--- config.mk ---
export PLATFORM = sky130hd
export DESIGN_NAME = vga_scan_engine_flat
export DESIGN_NICKNAME = d
export VERILOG_FILES = /design/src/rtl/vga_scan_engine_if.sv /design/src/rtl/vga_scan_engine.sv /design/src/flat_wrapper.sv
export SDC_FILE = /design/constraint.sdc
export NUM_CORES = 1
export LEC_CHECK = 0
export BUFFER_PORTS_ARGS = -buffer_cell sky130_fd_sc_hd__buf_2
export CORE_MARGIN = 8
export CORE_UTILIZATION = 49
export CTS_BUF_LIST = sky130_fd_sc_hd__clkbuf_8
export CTS_CLUSTER_SIZE = 14
export DETAILED_ROUTE_END_ITERATION = 8
export HOLD_SLACK_MARGIN = 0.1
export MAX_ROUTING_LAYER = met4
export PLACE_DENSITY = 0.75
export REMOVE_ABC_BUFFERS = 1
export SETUP_SLACK_MARGIN = 0.5
export SYNTH_ARGS = -nofsm -noshare
export SYNTH_HDL_FRONTEND = slang
export SYNTH_SLANG_ARGS = --single-unit
--- constraint.sdc ---
create_clock -name CLK -period 1.7 [get_ports CLK]
set_input_delay 0 -clock CLK [delete_from_list [all_inputs] [get_ports CLK]]
set_output_delay 0 -clock CLK [all_outputs]
set_load 0.02 [all_outputs]
--- src/rtl/vga_scan_engine_if.sv ---
// Bundle between the VGA scan engine and its frame buffer, colour config and (optional) IRQ logic.
// FRAME_IRQ/IRQ_ACK exist only when VGA_FRAME_IRQ_EN is defined.
interface vga_scan_engine_if;
  logic [15:0] config_col;
  logic [14:0] buf_addr;
  logic        buf_data;
  logic        hs;
  logic        vs;
  logic        vblank;
  logic [7:0]  colour_out;
`ifdef VGA_FRAME_IRQ_EN
  logic        frame_irq;
  logic        irq_ack;

  modport master (
    input  config_col, buf_data, irq_ack,
    output buf_addr, hs, vs, vblank, colour_out, frame_irq
  );
  modport slave (
    output config_col, buf_data, irq_ack,
    input  buf_addr, hs, vs, vblank, colour_out, frame_irq
  );
`else
  modport master (
    input  config_col, buf_data,
    output buf_addr, hs, vs, vblank, colour_out
  );
  modport slave (
    output config_col, buf_data,
    input  buf_addr, hs, vs, vblank, colour_out
  );
`endif
endinterface

--- src/rtl/vga_scan_engine.sv ---
// 640x480@60 raster timing + 1bpp frame buffer colouring on CLK with a pixel enable; optional frame IRQ (VGA_FRAME_IRQ_EN).
// Outputs lag the counters by one pixel period; free-running, never stalls, no backpressure.
module vga_scan_engine #(
  parameter int PIX_DIV = 4,
  parameter int H_VIS   = 640,
  parameter int H_FP    = 16,
  parameter int H_SP    = 96,
  parameter int H_BP    = 48,
  parameter int V_VIS   = 480,
  parameter int V_FP    = 10,
  parameter int V_SP    = 2,
  parameter int V_BP    = 33
) (
  input  logic              CLK,
  input  logic              RESET,
  vga_scan_engine_if.master vga
);
  localparam int H_TOTAL = H_VIS + H_FP + H_SP + H_BP;
  localparam int V_TOTAL = V_VIS + V_FP + V_SP + V_BP;
  localparam int DIV_W   = (PIX_DIV > 1) ? $clog2(PIX_DIV) : 1;

  localparam logic [DIV_W-1:0] DIV_LAST = DIV_W'(PIX_DIV - 1);
  localparam logic [9:0] H_LAST  = 10'(H_TOTAL - 1);
  localparam logic [9:0] V_LAST  = 10'(V_TOTAL - 1);
  localparam logic [9:0] H_VIS_L = 10'(H_VIS);
  localparam logic [9:0] V_VIS_L = 10'(V_VIS);
  localparam logic [9:0] HS_BEG  = 10'(H_VIS + H_FP);
  localparam logic [9:0] HS_END  = 10'(H_VIS + H_FP + H_SP);
  localparam logic [9:0] VS_BEG  = 10'(V_VIS + V_FP);
  localparam logic [9:0] VS_END  = 10'(V_VIS + V_FP + V_SP);

  logic [DIV_W-1:0] div;
  logic [9:0]       h_cnt;
  logic [9:0]       v_cnt;
  logic             pix_en;
  logic             in_vis;
  logic             hs_q;
  logic             vs_q;
  logic             vblank_q;
  logic [7:0]       colour_q;

  assign pix_en = (div == DIV_LAST);
  assign in_vis = (h_cnt < H_VIS_L) && (v_cnt < V_VIS_L);

  // 4x4 pixel blocks: the buffer address is just the counters with the low two bits dropped
  assign vga.buf_addr = {v_cnt[8:2], h_cnt[9:2]};

  always_ff @(posedge CLK) begin
    if (RESET) begin
      div      <= '0;
      h_cnt    <= '0;
      v_cnt    <= '0;
      hs_q     <= 1'b1;
      vs_q     <= 1'b1;
      vblank_q <= 1'b0;
      colour_q <= 8'h00;
    end else if (pix_en) begin
      div <= '0;
      if (h_cnt == H_LAST) begin
        h_cnt <= '0;
        v_cnt <= (v_cnt == V_LAST) ? 10'd0 : v_cnt + 10'd1;
      end else begin
        h_cnt <= h_cnt + 10'd1;
      end
      // Registered from the pre-advance position so sync and colour stay aligned
      hs_q     <= ~((h_cnt >= HS_BEG) && (h_cnt < HS_END));
      vs_q     <= ~((v_cnt >= VS_BEG) && (v_cnt < VS_END));
      vblank_q <= (v_cnt >= V_VIS_L);
      colour_q <= in_vis ? (vga.buf_data ? vga.config_col[15:8] : vga.config_col[7:0]) : 8'h00;
    end else begin
      div <= div + 1'b1;
    end
  end

  assign vga.hs         = hs_q;
  assign vga.vs         = vs_q;
  assign vga.vblank     = vblank_q;
  assign vga.colour_out = colour_q;

`ifdef VGA_FRAME_IRQ_EN
  logic irq_q;
  logic irq_set;

  assign irq_set = pix_en && (h_cnt == 10'd0) && (v_cnt == V_VIS_L);

  // Set has priority over a coincident acknowledge
  always_ff @(posedge CLK) begin
    if (RESET) begin
      irq_q <= 1'b0;
    end else if (irq_set) begin
      irq_q <= 1'b1;
    end else if (vga.irq_ack) begin
      irq_q <= 1'b0;
    end
  end

  assign vga.frame_irq = irq_q;
`endif
endmodule

--- src/flat_wrapper.sv ---
// flat-port wrapper written by rule: the top's interface ports become plain ports
module vga_scan_engine_flat 
#(
  parameter int PIX_DIV = 4,
  parameter int H_VIS   = 640,
  parameter int H_FP    = 16,
  parameter int H_SP    = 96,
  parameter int H_BP    = 48,
  parameter int V_VIS   = 480,
  parameter int V_FP    = 10,
  parameter int V_SP    = 2,
  parameter int V_BP    = 33
)
  (CLK, RESET, vga_config_col, vga_buf_data, vga_buf_addr, vga_hs, vga_vs, vga_vblank, vga_colour_out);
  vga_scan_engine_if vga_i ();
  input  logic CLK;
  input  logic RESET;
  input wire logic [$bits(vga_i.config_col)-1:0] vga_config_col;
  input wire logic [$bits(vga_i.buf_data)-1:0] vga_buf_data;
  output wire logic [$bits(vga_i.buf_addr)-1:0] vga_buf_addr;
  output wire logic [$bits(vga_i.hs)-1:0] vga_hs;
  output wire logic [$bits(vga_i.vs)-1:0] vga_vs;
  output wire logic [$bits(vga_i.vblank)-1:0] vga_vblank;
  output wire logic [$bits(vga_i.colour_out)-1:0] vga_colour_out;
  assign vga_i.config_col = vga_config_col;
  assign vga_i.buf_data = vga_buf_data;
  assign vga_buf_addr = vga_i.buf_addr;
  assign vga_hs = vga_i.hs;
  assign vga_vs = vga_i.vs;
  assign vga_vblank = vga_i.vblank;
  assign vga_colour_out = vga_i.colour_out;
  vga_scan_engine #(.PIX_DIV(PIX_DIV), .H_VIS(H_VIS), .H_FP(H_FP), .H_SP(H_SP), .H_BP(H_BP), .V_VIS(V_VIS), .V_FP(V_FP), .V_SP(V_SP), .V_BP(V_BP)) u_core (.CLK(CLK), .RESET(RESET), .vga(vga_i));
endmodule
# --- Yosys cells after proc, flatten, opt, wreduce, memory -nomap -nowiden ---
# Cells that the tools add are included.
word_totals:
  regBits: 33
  wordCells: 31
classes:
  add_sub_neg: 3
  n_lt_le_gt_ge: 7
  n_eq_ne: 3
  muxes: 4
  bitwise: 2
  reduce_logical: 5
op_table:
  columns: ["op", "n"]
  rows:
  - ["$add A10 B1 Y10 const B", 2]
  - ["$eq A10 B10 Y1 const B", 2]
  - ["$ge A10 B9 Y1 const B", 2]
  - ["$lt A10 B10 Y1 const B", 2]
  - ["$lt A10 B9 Y1 const B", 2]
  - ["$mux W10", 2]
  - ["$mux W8", 2]
  - ["$ge A10 B10 Y1 const B", 1]
  - ["$logic_and A1 B1 Y1", 3]
  - ["$add A2 B1 Y2 const B", 1]
  - ["$eq A2 B2 Y1 const B", 1]
  - ["$not A1 Y1", 2]
  - ["$reduce_and A2 Y1", 1]
  - ["$reduce_or A2 Y1", 1]

# --- Longest topological paths before layout ---
logic_depth:
  depth_word: 3
  mapped_depth: 7
  depth_no_buf: 6

# --- Least setup slack after synthesis ---
# No wires, ideal clock.
synth_path:
  path_kind: "register to register"
  from: "register u_core.h_cnt[0]"
  to: "register u_core.v_cnt[7]"
  t_arrival_ns: 1.666
  required_ns: 1.629
  slack_ns: -0.037
  path_stages_with_launch: 7
  n_path_buf: 1
  period_less_slack_ns: 1.737
  path_cell_list: "dfxtp_1 -> ha_1 -> and4bb_4 -> nand4_2 -> buf_6 -> or4_1 -> a21oi_1"
synth_between:
  elab_chain_cells: 2
synth_rtl:
  columns: ["element", "line_no", "rtl"]
  rows:
  - ["from (decl)", "vga_scan_engine.sv:33", "logic [9:0] h_cnt;"]
  - ["from (signal assigned)", "vga_scan_engine.sv:63", "h_cnt <= h_cnt + 10'd1;"]
  - ["$eq A10 B10 Y1", "vga_scan_engine.sv:59", "if (h_cnt == H_LAST) begin"]
  - ["$reduce_and A2 Y1 (no source line)", null, null]
  - ["to (signal assigned)", "vga_scan_engine.sv:61", "v_cnt <= (v_cnt == V_LAST) ? 10'd0 : v_cnt + 10'd1;"]
  - ["to (decl)", "vga_scan_engine.sv:34", "logic [9:0] v_cnt;"]
# Every way passes these cells.
# A chain may end at the register's enable or synchronous reset.

# --- Worst setup path after layout ---
layout_path:
  from: "register u_core.h_cnt[1]"
  to: "register u_core.v_cnt[7]"
# Same word-level chain as after synthesis.

==> metrics.json <==
{
  "synthesis": {
    "synth.top_cells.by_count": "dfxtp_1 (33), buf_4 (16), nand2_1 (15), o21ai_0 (15), nor2_1 (11)",
    "ys.warnings.count": 0,
    "ys_ff_latch": 33,
    "synth_top_flop_cell": "dfxtp_1",
    "synth.yosys.seq_area_share": 0.390,
    "synthDominantAreaCellType": "dfxtp_1",
    "area_fraction_of_the_dominant_cell_type_after_synthesis": 0.390,
    "syn_inst": 191,
    "synthArstFlopShare": 0,
    "leading_cell_type_by_number_of_instances_after_synthesis": "dfxtp_1",
    "syn_area_sq_mm": 0.00169,
    "synthDistinctLibCells": 43,
    "synth-edff-count": 0,
    "avgSynthCellArea_sq_um": 8.87,
    "synth.area.top_cells": "dfxtp_1 (39%), buf_4 (7.1%), mux2i_1 (5.3%)"
  },
  "routing": {
    "routed-via-count": 1779,
    "top_layer_used": "met4",
    "detailroute.wirelength.met3_microns": 307,
    "met2_wirelength_mm": 2.92,
    "routed_via_density": 5.65,
    "detailed_route_wl_mm": 5.52,
    "route.layer.met1.wl_mm": 2.10,
    "routed_wire_length_per_instance_microns": 17.5,
    "drt-initial-drc-count": 210,
    "drt_first_pass_iters": 4,
    "antenna_violating_nets_post_route": 0,
    "drc": 0
  },
  "timing": {
    "timing_worst_slew_pin_value_ns": 0.348,
    "skew_ns": 0.00765,
    "final_hold_viol_count": 0,
    "clock.fmax_ghz": 0.642,
    "fin_crit_ns": 1.56,
    "slew_viol_final": 0,
    "worst_slack_ns": 0.142,
    "period_utilisation_layout": 0.916,
    "finalSetupViolCount": 0,
    "maxSlewHeadroom": 0.766,
    "grt_setup_unrepaired": "true"
  },
  "floorplan": {
    "core_region_area_sq_mm": 0.00334,
    "vertical_die_dimension_microns": 74.8,
    "initial_core_util": 0.508,
    "floorplan.die.width_microns": 74.8,
    "die_area_sq_mm": 0.00560,
    "floorplan.rows": 21,
    "pin_count": 45
  },
  "clocking": {
    "clkSlewWorstSetupHoldPaths_ns": 0.07,
    "max-clock-path-buffers": 2,
    "clkLatencyLatePin_ns": 0.29,
    "tritoncts": "done",
    "clock_tree.htree_level_count": 2,
    "cts.sink_count": 33,
    "ctsRootBufferMaster": "clkbuf_8",
    "numCtsBuffers": 5
  },
  "layout": {
    "final_design_area_no_fill_sq_mm": 0.00256,
    "insertedDiodeCount": 0,
    "ratio_of_cells_with_drive_above_1_in_the_final_layout": 0.461,
    "nets": 293,
    "synthToLayoutAreaGrowth_pct": 51.3
  },
  "critical_path": {
    "cp-end-kind": "flop",
    "cp_data_required_time_ns": 1.91,
    "worstSetupPathType": "flop to flop",
    "path_max_fanout": 2,
    "critical_path_arrival_ns": 1.77,
    "worst_setup_path_start_kind": "flop"
  },
  "placement": {
    "dp_worst_setup_slack_ns": 0.0255,
    "post_dp_cell_area_sq_mm": 0.00196,
    "dp.final_hpwl_mm": 2.96,
    "gp_routability_congestion": 0.853,
    "port_buffers": 44
  },
  "grt": {
    "number_of_antenna_violations_at_the_first_check_in_global_routing": 0,
    "grt_pass1_wl_mm": 7.94,
    "grt-ovfl-total": 0,
    "track_usage": 0.193,
    "grt_max_degree": 11,
    "grt_pass1_vias": 1677
  },
  "run": {
    "max_cap_violations": 0
  },
  "power_and_ir_drop": {
    "powerDensity_mw_per_mm2": 691,
    "irDropWorstVdd_mv": 0.545,
    "power.static_leakage_uw": 0.00109
  },
  "hold_path": {
    "worst_hold_path_type": "input port to flop"
  },
  "run_status": {
    "status": "finished clean"
  }
}
==> cells by family after synthesis <==
group | Yosys count | share of synthesized area
adders and majority gates | 6 | 0.0443
xor gates and xnor gates | 7 | 0.0362
buffers and inverters | 30 | 0.111
AOI/OAI and AO/OA | 38 | 0.140
and+or+nand+nor | 68 | 0.225
DFF | 33 | 0.390
muxes | 9 | 0.0532
==> final cells by class <==
cell class	count	area [sq um]
multi-input cells	128	1010
fillers	223	774
repair buffers	93	677
flip-flops and latches	33	673
clock buffers	6	82.6
well taps	46	57.6
clock inverters	2	33.8
inverters	7	26.3
==> power breakdown <==
group	switching [uW]	total [uW]	leakage [uW]	internal, uW
clock	290	762	0.0000626	472
sequential	13.1	803	0.000271	790
combinational	96.1	204	0.000754	108
total	399	1770	0.00109	1370
==> what timing repair did <==
| item | 4_1_cts | 5_1_grt |
|---|---|---|
| gates cloned | 0 | 1 |
| resized for setup | 28 | 33 |
| hold buffers | 17 | 0 |
| hold endpoints to repair | 13 | 0 |
| pin swaps | 17 | 14 |
| setup endpoints to repair | 32 | 32 |
| buffers inserted | 9 | 2 |
==> sequential cells by signal, indices dropped and copies added, names as in the netlist <==
name,count
u_core.h_cnt,10
u_core.v_cnt,10
u_core.vga.colour_out,8
u_core.div,2
u_core.vga.hs,1
u_core.vga.vblank,1
u_core.vga.vs,1
==> metal layers <==
layer / GRT usage / vias to the layer above
met3: 0.0346 / 21
met5: - / -
met1: 0.197 / 858
met2: 0.342 / 74
li1: - / 826
met4: 0.104 / 0
==> stage by stage <==
step / TNS, ns / cells / hold WS, ns / power [uW] / util
after floorplan: -0.0605 / 168 / 0.0691 / 878 / -
after global placement: 0 / 278 / 0.276 / 941 / 0.588
after detailed placement: 0 / 278 / 0.282 / 946 / 0.588
after CTS: 0 / 312 / 0.135 / 1740 / 0.729
after global routing: 0 / 315 / 0.189 / 1820 / 0.768
final: 0 / 315 / 0.169 / 1770 / 0.768
==> worst paths after layout <==
path	depth (start not counted)	startpoint	slack [ns]	endpoint
worst max-delay path	5	u_core.h_cnt[1]$_SDFFE_PP0P_	0.14	u_core.v_cnt[7]$_SDFFE_PP0P_
worst max register to register	5	u_core.h_cnt[1]$_SDFFE_PP0P_	0.14	u_core.v_cnt[7]$_SDFFE_PP0P_
worst min register to register	1	u_core.div[0]$_SDFF_PP0_	0.45	u_core.div[0]$_SDFF_PP0_
worst min-delay path	3	RESET	0.17	u_core.vga.hs$_SDFFE_PP1P_
==> worst max-delay path, cell delays in order (launching register included) <==
cell and delay [ns]:
dfxtp_2 0.35, ha_4 0.14, and4bb_4 0.26, nand4_4 0.11, or4_1 0.49, a21oi_1 0.13
==> cells in the final DEF, fill, tap and decap left out, types with 3 or more instances in the layout <==
master and n:
mux2i_1 9, nor2_1 7, o31ai_2 3, dfxtp_1 25, nor2_2 3, dfxtp_2 7
a21oi_1 3, dlygate4sd3_1 17, clkbuf_8 6, o211ai_1 3, buf_4 22, o21ai_0 7
buf_2 44, xor2_1 3, xnor2_1 3, or3_1 3, nand4_1 6, nand3_1 4
o21ai_1 10, buf_6 9, nor3_1 5, inv_1 7, nand2_1 15
Note: power is estimated with default switching activity, not from simulation.
